==> src/rtl/mdio_phy_slave.sv <==
// Clause-22 MDIO responder (PHY side): decodes read/write frames for PHY_ADDR
// and serves control (0x00), status (0x01) and PHY-specific status (0x11).
module mdio_phy_slave #(
    parameter logic [4:0] PHY_ADDR = 5'h04
) (
    input  logic        clk,
    input  logic        rst_n,
    input  logic        mdc,
    input  logic        mdio_i,
    output logic        mdio_o,
    output logic        mdio_oe,
    input  logic        link_up,
    input  logic        an_done,
    input  logic [1:0]  speed,
    output logic [15:0] ctrl_reg,
    output logic [1:0]  speed_sel,
    output logic        soft_rst
);

    typedef enum logic [2:0] {HUNT, ST, OP, PHYAD, REGAD, TA, DATA} state_t;

    localparam logic [15:0] CTRL_RESET = 16'h1140;

    logic        mdc_s1, mdc_s2, mdc_s3;
    logic        mdio_s1, mdio_s2;
    logic        mdc_r, mdc_f;

    state_t      state, state_nx;
    logic [5:0]  cnt, cnt_nx;
    logic [14:0] sh, sh_nx;
    logic        is_read, is_read_nx;
    logic        match, match_nx;
    logic [4:0]  regad, regad_nx;
    logic [15:0] rd_sh, rd_sh_nx;
    logic [4:0]  snap_addr;
    logic [15:0] snap_val;
    logic        wr_commit;
    logic [15:0] wr_word;

    assign mdc_r     = mdc_s2 & ~mdc_s3;
    assign mdc_f     = ~mdc_s2 & mdc_s3;
    assign snap_addr = {sh[3:0], mdio_s2};
    assign wr_word   = {sh, mdio_s2};
    assign speed_sel = {ctrl_reg[6], ctrl_reg[13]};

    // Two-flop synchronizers for MDC/MDIO plus a third MDC stage for edge detection
    always_ff @(posedge clk or negedge rst_n) begin
        if (!rst_n) begin
            mdc_s1  <= 1'b0;
            mdc_s2  <= 1'b0;
            mdc_s3  <= 1'b0;
            mdio_s1 <= 1'b1;
            mdio_s2 <= 1'b1;
        end else begin
            mdc_s1  <= mdc;
            mdc_s2  <= mdc_s1;
            mdc_s3  <= mdc_s2;
            mdio_s1 <= mdio_i;
            mdio_s2 <= mdio_s1;
        end
    end

    // Register file read mux; read-only fields are frozen into rd_sh at snapshot time
    always_comb begin
        snap_val = 16'h0000;
        case (snap_addr)
            5'h00:   snap_val = ctrl_reg;
            5'h01:   snap_val = {10'b0, an_done, 1'b0, 1'b1, link_up, 2'b00};
            5'h11:   snap_val = {speed, 3'b000, link_up, 10'b0};
            default: snap_val = 16'h0000;
        endcase
    end

    // Frame decoder state register
    always_ff @(posedge clk or negedge rst_n) begin
        if (!rst_n) begin
            state   <= HUNT;
            cnt     <= 6'd0;
            sh      <= 15'd0;
            is_read <= 1'b0;
            match   <= 1'b0;
            regad   <= 5'd0;
            rd_sh   <= 16'd0;
        end else begin
            state   <= state_nx;
            cnt     <= cnt_nx;
            sh      <= sh_nx;
            is_read <= is_read_nx;
            match   <= match_nx;
            regad   <= regad_nx;
            rd_sh   <= rd_sh_nx;
        end
    end

    // Next-state logic: every field advances on a synchronized MDC rising edge
    always_comb begin
        state_nx   = state;
        cnt_nx     = cnt;
        sh_nx      = sh;
        is_read_nx = is_read;
        match_nx   = match;
        regad_nx   = regad;
        rd_sh_nx   = rd_sh;
        wr_commit  = 1'b0;
        if (mdc_r) begin
            case (state)
                HUNT: begin
                    if (mdio_s2) begin
                        if (cnt != 6'd32) cnt_nx = cnt + 6'd1;
                    end else if (cnt == 6'd32) begin
                        state_nx = ST;
                        cnt_nx   = 6'd0;
                    end else begin
                        cnt_nx = 6'd0;
                    end
                end
                ST: begin
                    cnt_nx   = 6'd0;
                    state_nx = mdio_s2 ? OP : HUNT;
                end
                OP: begin
                    sh_nx = {sh[13:0], mdio_s2};
                    if (cnt == 6'd0) begin
                        cnt_nx = 6'd1;
                    end else begin
                        cnt_nx = 6'd0;
                        if ({sh[0], mdio_s2} == 2'b10) begin
                            is_read_nx = 1'b1;
                            state_nx   = PHYAD;
                        end else if ({sh[0], mdio_s2} == 2'b01) begin
                            is_read_nx = 1'b0;
                            state_nx   = PHYAD;
                        end else begin
                            state_nx = HUNT;
                        end
                    end
                end
                PHYAD: begin
                    sh_nx = {sh[13:0], mdio_s2};
                    if (cnt == 6'd4) begin
                        match_nx = (snap_addr == PHY_ADDR);
                        cnt_nx   = 6'd0;
                        state_nx = REGAD;
                    end else begin
                        cnt_nx = cnt + 6'd1;
                    end
                end
                REGAD: begin
                    sh_nx = {sh[13:0], mdio_s2};
                    if (cnt == 6'd4) begin
                        regad_nx = snap_addr;
                        if (is_read) rd_sh_nx = snap_val;
                        cnt_nx   = 6'd0;
                        state_nx = TA;
                    end else begin
                        cnt_nx = cnt + 6'd1;
                    end
                end
                TA: begin
                    if (cnt == 6'd1) begin
                        cnt_nx   = 6'd0;
                        state_nx = DATA;
                    end else begin
                        cnt_nx = 6'd1;
                    end
                end
                DATA: begin
                    sh_nx = {sh[13:0], mdio_s2};
                    if (cnt == 6'd15) begin
                        wr_commit = !is_read && match && (regad == 5'h00);
                        cnt_nx    = 6'd0;
                        state_nx  = HUNT;
                    end else begin
                        cnt_nx = cnt + 6'd1;
                    end
                end
                default: begin
                    cnt_nx   = 6'd0;
                    state_nx = HUNT;
                end
            endcase
        end
    end

    // Control register commit; writing bit 15 reloads defaults and pulses soft_rst
    always_ff @(posedge clk or negedge rst_n) begin
        if (!rst_n) begin
            ctrl_reg <= CTRL_RESET;
            soft_rst <= 1'b0;
        end else begin
            soft_rst <= 1'b0;
            if (wr_commit) begin
                if (wr_word[15]) begin
                    ctrl_reg <= CTRL_RESET;
                    soft_rst <= 1'b1;
                end else begin
                    ctrl_reg <= {1'b0, wr_word[14:0]};
                end
            end
        end
    end

    // MDIO driver: turnaround zero, then read data MSB first, all on MDC falling edges
    always_ff @(posedge clk or negedge rst_n) begin
        if (!rst_n) begin
            mdio_oe <= 1'b0;
            mdio_o  <= 1'b1;
        end else if (mdc_f) begin
            if (state == TA && cnt == 6'd1 && is_read && match) begin
                mdio_oe <= 1'b1;
                mdio_o  <= 1'b0;
            end else if (state == DATA && is_read && match) begin
                mdio_oe <= 1'b1;
                mdio_o  <= rd_sh[~cnt[3:0]];
            end else begin
                mdio_oe <= 1'b0;
                mdio_o  <= 1'b1;
            end
        end
    end

endmodule

==> config.mk <==
export PLATFORM = sky130hd
export DESIGN_NAME = mdio_phy_slave
export DESIGN_NICKNAME = d
export VERILOG_FILES = /design/src/rtl/mdio_phy_slave.sv
export SDC_FILE = /design/constraint.sdc
export NUM_CORES = 1
export LEC_CHECK = 0
export CAP_MARGIN = 20
export CELL_PAD_IN_SITES_DETAIL_PLACEMENT = 0
export CELL_PAD_IN_SITES_GLOBAL_PLACEMENT = 2
export CORE_MARGIN = 2
export CORE_UTILIZATION = 38
export DETAILED_ROUTE_END_ITERATION = 12
export DONT_BUFFER_PORTS = 1
export PLACE_DENSITY = 0.73
export SLEW_MARGIN = 30
export SYNTH_ARGS = -nofsm -noshare
export SYNTH_HDL_FRONTEND = slang
export SYNTH_SLANG_ARGS = --single-unit
==> constraint.sdc <==
create_clock -name clk -period 2.3 [get_ports clk]
set_clock_uncertainty 0.2 [all_clocks]
set_input_delay 0.46 -clock clk [delete_from_list [all_inputs] [get_ports clk]]
set_output_delay 0.46 -clock clk [all_outputs]
set_load 0.01 [all_outputs]
# ---- Yosys cells after proc, flatten, opt, wreduce, memory -nomap -nowiden
# Cells that the tools add are included.
dict set report classes {
  n_addsub 1
  n_lt_le_gt_ge 1
  eq_ne 24
  n_mux 33
  n_bitwise 6
  reduce_logical 22
}
# cell n
set ops {}
lappend ops {{$pmux W16 S3} 1}
lappend ops {{$pmux W6 S5} 1}
lappend ops {{$mux W6} 4}
lappend ops {{$mux W3} 7}
lappend ops {{$pmux W3 S7} 1}
lappend ops {{$mux W15} 1}
lappend ops {{$mux W1} 14}
lappend ops {{$ne A2 B2 Y1 const B} 7}
lappend ops {{$logic_not A5 Y1} 2}
lappend ops {{$eq A3 B3 Y1 const B} 3}
lappend ops {{$reduce_and A4 Y1} 2}
lappend ops {{$reduce_and A8 Y1} 1}
lappend ops {{$logic_and A1 B1 Y1} 7}
lappend ops {{$add A6 B1 Y6 const B} 1}
lappend ops {{$eq A3 B2 Y1 const B} 2}
lappend ops {{$eq A6 B1 Y1 const B} 1}
lappend ops {{$eq A6 B3 Y1 const B} 1}
lappend ops {{$eq A6 B4 Y1 const B} 1}
lappend ops {{$eq A6 B6 Y1 const B} 1}
lappend ops {{$logic_not A6 Y1} 1}
lappend ops {{$mux W2} 3}
lappend ops {{$ne A6 B6 Y1 const B} 1}
lappend ops {{$reduce_and A3 Y1} 2}
lappend ops {{$eq A5 B1 Y1 const B} 1}
lappend ops {{17 further kinds} 21}
dict set report word_totals {
  ff_bits 71
  in_bits 8
  out_inout_bits 21
  elab_cells 103
}

# ---- Depth between registers and ports, before layout
dict set report depth {
  ltp_word 7
  mapped_depth 9
  ltp_nobuf 7
}

# ---- Least setup slack after synthesis
# No wires, ideal clock.
dict set report synth_timing {
  path_type {reg2reg}
  startpoint {reg cnt[0]}
  endpoint {reg state[0]}
  setup_ns 0.125
  arrival_time_ns 2.084
  required_ns 1.975
  path_slack_ns -0.109
  path_stages_with_launch 9
  path_buffers 1
  period_less_slack_ns 2.409
  cell_sequence {dfrtp_1 -> buf_2 -> inv_1 -> ha_1 -> nor3b_2 -> and2_4 -> a2111o_1 -> or3_4 -> mux2_4}
}
dict set report synth_via {
  elab_chain_len 3
  elab_cells_between_ends 12
  classes_between {10 x eq/ne; 2 x reduce/logical}
}
# item line
set synth_lines {}
lappend synth_lines {{start: declaration} 29} ;# logic [5:0] cnt, cnt_nx;
lappend synth_lines {{start signal: assignment} 86} ;# cnt <= cnt_nx;
lappend synth_lines {{$eq A6 B4 Y1, or another cell as far along} 169} ;# if (cnt == 6'd15) begin
lappend synth_lines {{$ne A2 B2 Y1 (no line)} n/a}
lappend synth_lines {{$reduce_and A8 Y1 (no line) (*)} n/a}
lappend synth_lines {{end signal: assignment} 85} ;# state <= state_nx;
lappend synth_lines {{end: declaration} 28} ;# state_t state, state_nx;
# Every way passes the cells marked *; elsewhere a longest branch is shown, timed or not.
# A chain may end at the register's enable or synchronous reset.

# ---- Final worst setup path
dict set report layout_timing {
  startpoint {reg cnt[1]}
  endpoint {reg state[0]}
}
# Same word-level chain as after synthesis.

==> impl_metrics.prom <==
# TYPE chip_impl_metric gauge
chip_impl_metric{name="drt-pass1-iter-count",unit=""} 4
chip_impl_metric{name="routedWlPerCell",unit="um"} 17.39
chip_impl_metric{name="setup_viol",unit=""} 0
chip_impl_info{name="endpoint",value="state[0]"} 1
chip_impl_info{name="worst_setup_path_end_kind",value="flop"} 1
chip_impl_metric{name="power_per_cell_area",unit="mW/mm^2"} 709.9
chip_impl_metric{name="crit_path_max_incr_delay",unit="ns"} 0.40
chip_impl_metric{name="max_clock_freq",unit="MHz"} 446.4
chip_impl_metric{name="antenna_violations_before_repair",unit=""} 0
chip_impl_metric{name="cts_num_sinks",unit=""} 70
chip_impl_metric{name="detailedPlacementHpwl",unit="um"} 5536
chip_impl_metric{name="clockBufferDepth",unit=""} 2
chip_impl_info{name="cp_cell_sequence",value="inv_2, ha_4, nor3b_4, buf_4, a211oi_1, or2_4, or3_4, mux2_4"} 1
chip_impl_info{name="status",value="finished clean"} 1
chip_impl_metric{name="ff2ff_setup_slack",unit="ns"} 0.06
chip_impl_metric{name="vias_after_detailed_routing",unit=""} 2396
chip_impl_metric{name="finish.cell_count_without_fillers",unit=""} 452
chip_impl_info{name="clk_root_buffer_cell",value="clkbuf_8"} 1
chip_impl_metric{name="core_area",unit="mm^2"} 0.008763
chip_impl_metric{name="final-max-slew-violation-count",unit=""} 0
chip_impl_info{name="cpMaxStageDelayCell",value="dfrtp_1"} 1
chip_impl_metric{name="row_cnt",unit=""} 34
chip_impl_metric{name="die_width",unit="um"} 99.49
chip_impl_metric{name="worst_ep_arrival",unit="ns"} 2.28
chip_impl_metric{name="critical_path_fanout_max",unit=""} 2
chip_impl_info{name="critical_path_class",value="reg2reg"} 1
chip_impl_metric{name="postRouteWirelength",unit="um"} 7861
chip_impl_info{name="synth_top_flop_cell",value="dfrtp_1"} 1
chip_impl_metric{name="finalInstanceArea",unit="mm^2"} 0.003969
chip_impl_info{name="tritoncts",value="done"} 1
chip_impl_metric{name="final.period_utilization",unit="%"} 97.39
chip_impl_metric{name="placement.cell_area",unit="mm^2"} 0.003667
chip_impl_metric{name="htree_levels",unit=""} 3
chip_impl_metric{name="post_synthesis_cell_count",unit=""} 320
chip_impl_metric{name="post_synth_num_cell_types",unit=""} 57
chip_impl_info{name="hp-start",value="speed[1]"} 1
chip_impl_metric{name="io-pin-count",unit=""} 29
chip_impl_metric{name="clk_transition_reported_paths",unit="ns"} 0.08
chip_impl_metric{name="place.gp.congestion",unit=""} 0.8521
chip_impl_metric{name="timing_hold_violations_final",unit=""} 0
chip_impl_metric{name="area_delta_synth_final",unit="%"} 14.55
chip_impl_metric{name="leakagePower",unit="nW"} 1.790
chip_impl_metric{name="worstRegToRegCells",unit=""} 8
chip_impl_metric{name="grt_usage",unit="%"} 17.63
chip_impl_metric{name="worst_ep_required_time",unit="ns"} 2.34
chip_impl_metric{name="final_layout_size_suffix_gt1_share",unit="%"} 26.74
chip_impl_metric{name="finalWorstPathRequiredPeriod",unit="ns"} 2.240
chip_impl_metric{name="grt_start_max_net_pins",unit=""} 71
chip_impl_metric{name="initial_core_util",unit="%"} 39.53
chip_impl_metric{name="design.final.nets",unit=""} 353
chip_impl_metric{name="vias_per_cell",unit=""} 5.301
chip_impl_metric{name="placement.io_buffers",unit=""} 0
chip_impl_metric{name="post_synth.cell_area_avg",unit="um^2"} 10.83
chip_impl_metric{name="synth.yosys.seq_area_share",unit="%"} 50.78
chip_impl_metric{name="async_reset_ff_share",unit="%"} 100.0
chip_impl_metric{name="syn-num-nets",unit=""} 334
chip_impl_metric{name="fillCellCount",unit=""} 850
chip_impl_info{name="yosysMostFrequentCell",value="dfrtp_1"} 1
chip_impl_metric{name="insertion_delay",unit="ns"} 0.36
chip_impl_metric{name="grt_pass1_vias",unit=""} 2415
chip_impl_metric{name="synth_edf_count",unit=""} 0
chip_impl_metric{name="yosysTopAreaCellShare",unit="%"} 46.23
chip_impl_metric{name="relSlewSlack",unit="%"} 54.41
chip_impl_info{name="start_kind",value="flop"} 1
chip_impl_metric{name="largest_register_ffs",unit=""} 16
chip_impl_metric{name="first_iteration_detailed_routing_drc_count",unit=""} 106
chip_impl_metric{name="max_cap_violations",unit=""} 0
chip_impl_metric{name="dieHeight",unit="um"} 99.49
chip_impl_metric{name="ant_nets",unit=""} 0
chip_impl_metric{name="global_route.overflow_total",unit=""} 0
chip_impl_info{name="timing.critical_path.from",value="cnt[1]"} 1
chip_impl_info{name="hold_class",value="in2reg"} 1
chip_impl_metric{name="tritoncts.num_buffers",unit=""} 9
chip_impl_info{name="worstReg2RegEnd",value="state[0]"} 1
chip_impl_metric{name="syn_area",unit="mm^2"} 0.003465
chip_impl_metric{name="worst_margin_pin_slew",unit="ns"} 0.6839
chip_impl_metric{name="antenna_cells",unit=""} 0
chip_impl_info{name="synth_top_cells_by_area",value="dfrtp_1 46%, mux2_2 7.8%, nand2_1 4.7%, dfstp_2 4.6%, o21ai_0 4.0%"} 1
chip_impl_metric{name="post-cts-setup-buffer-count",unit=""} 0
chip_impl_info{name="synth_area_leader_cell",value="dfrtp_1"} 1
chip_impl_info{name="synth_top_cells_by_count",value="64 x dfrtp_1, 43 x nand2_1, 28 x o21ai_0"} 1
chip_impl_metric{name="die_area",unit="mm^2"} 0.009897
chip_impl_info{name="reg2reg_from",value="cnt[1]"} 1
chip_impl_metric{name="grt_first_pass_wirelength",unit="um"} 13360
chip_impl_metric{name="yosys_warnings",unit=""} 0
chip_impl_metric{name="placed_insts",unit=""} 432
chip_impl_metric{name="synth_seq_cells",unit=""} 70
chip_impl_metric{name="peakVddDrop",unit="V"} 0.0002555
chip_impl_metric{name="drcViolationCount",unit=""} 0
==> worst min-delay path by stage <==
stage          depth (start not counted)   endpoint  slack, ns
2_1_floorplan                          0     cnt[0]      -0.04
3_3_place_gp                           0     mdc_s3      -0.03
3_5_place_dp                           0   state[0]      -0.03
4_1_cts                                2  rd_sh[15]       0.04
5_1_grt                                2  rd_sh[15]       0.07
6_report                               2  rd_sh[15]       0.06
==> power breakdown <==
part | switching [mW] | internal, mW | total (mW)
clock | 0.544 | 0.525 | 1.07
sequential | 0.0946 | 1.27 | 1.37
combinational | 0.196 | 0.187 | 0.382
total | 0.834 | 1.98 | 2.82
==> through the flow <==
stage | setup WS [ns] | utilization [%] | hold WS, ns | power, mW | TNS, ns
final | 0.05995 | 45.29 | 0.05508 | 2.818 | 0
after global routing | -0.005544 | 45.29 | 0.06638 | 2.962 | -0.005544
after CTS | 0.03072 | 44.90 | 0.04026 | 2.825 | 0
after detailed placement | 0.04143 | 41.85 | -0.03290 | 1.709 | 0
after global placement | 0.08624 | 41.82 | -0.03290 | 1.707 | 0
after floorplan | -0.03690 | - | -0.03559 | 1.613 | -0.03690
==> cell families (layout without fill, tap and decap cells) <==
kind of cell             after synthesis  in the layout  synth area share [%]
AND/OR/NAND/NOR                      116            116                 18.31
flip-flops                            70             70                 50.78
adder cells (fa/ha/maj)                6              6                 2.167
buffers and inverters                 31             55                 4.875
AO/OA/AOI/OAI                         57             57                 10.40
other                                  1              1                0.1082
multiplexers                          39             39                 13.36
==> cells in the final DEF, fill, tap and decap left out, drive strengths merged, types with 8 or more instances in the layout <==
master   n
buf     25
clkbuf   9
dfrtp   64
inv     15
mux2    32
nand2   43
nand3    8
nor2    17
nor2b   15
o21ai   28
==> critical path: cells and delay by family, from the launching register on <==
kind,cells,cell delay [ns]
buffers and inverters,2,0.22
DFF,1,0.40
muxes,1,0.30
and+or+nand+nor,3,0.80
AOI/OAI and AO/OA,1,0.07
adders and majority gates,1,0.14
==> cell type report <==
type                            instances  area [um^2]  share of cell area [%]
Inverter                               11        41.29                   1.040
Multi-Input combinational cell        219         1572                   39.60
Timing Repair Buffer                   28        250.2                   6.305
Sequential cell                        70         1760                   44.36
Tap cell                              108        135.1                   3.405
Clock inverter                          7        86.33                   2.175
Clock buffer                            9        123.9                   3.121
==> repair_timing <==
item / in CTS / in global routing
hold buffers: 4 / 0
hold endpoints to repair: 72 / 0
setup endpoints to repair: 0 / 4
resized for setup: 0 / 9
==> routing by layer <==
metal,routed length [um],vias up,global-route usage (%)
met5,0,-,0
met2,3504,42,26.09
met1,3986,1175,25.44
met3,306,5,4.849
li1,-,1174,-
met4,63,0,5.058
(Power assumes the default switching activity.)
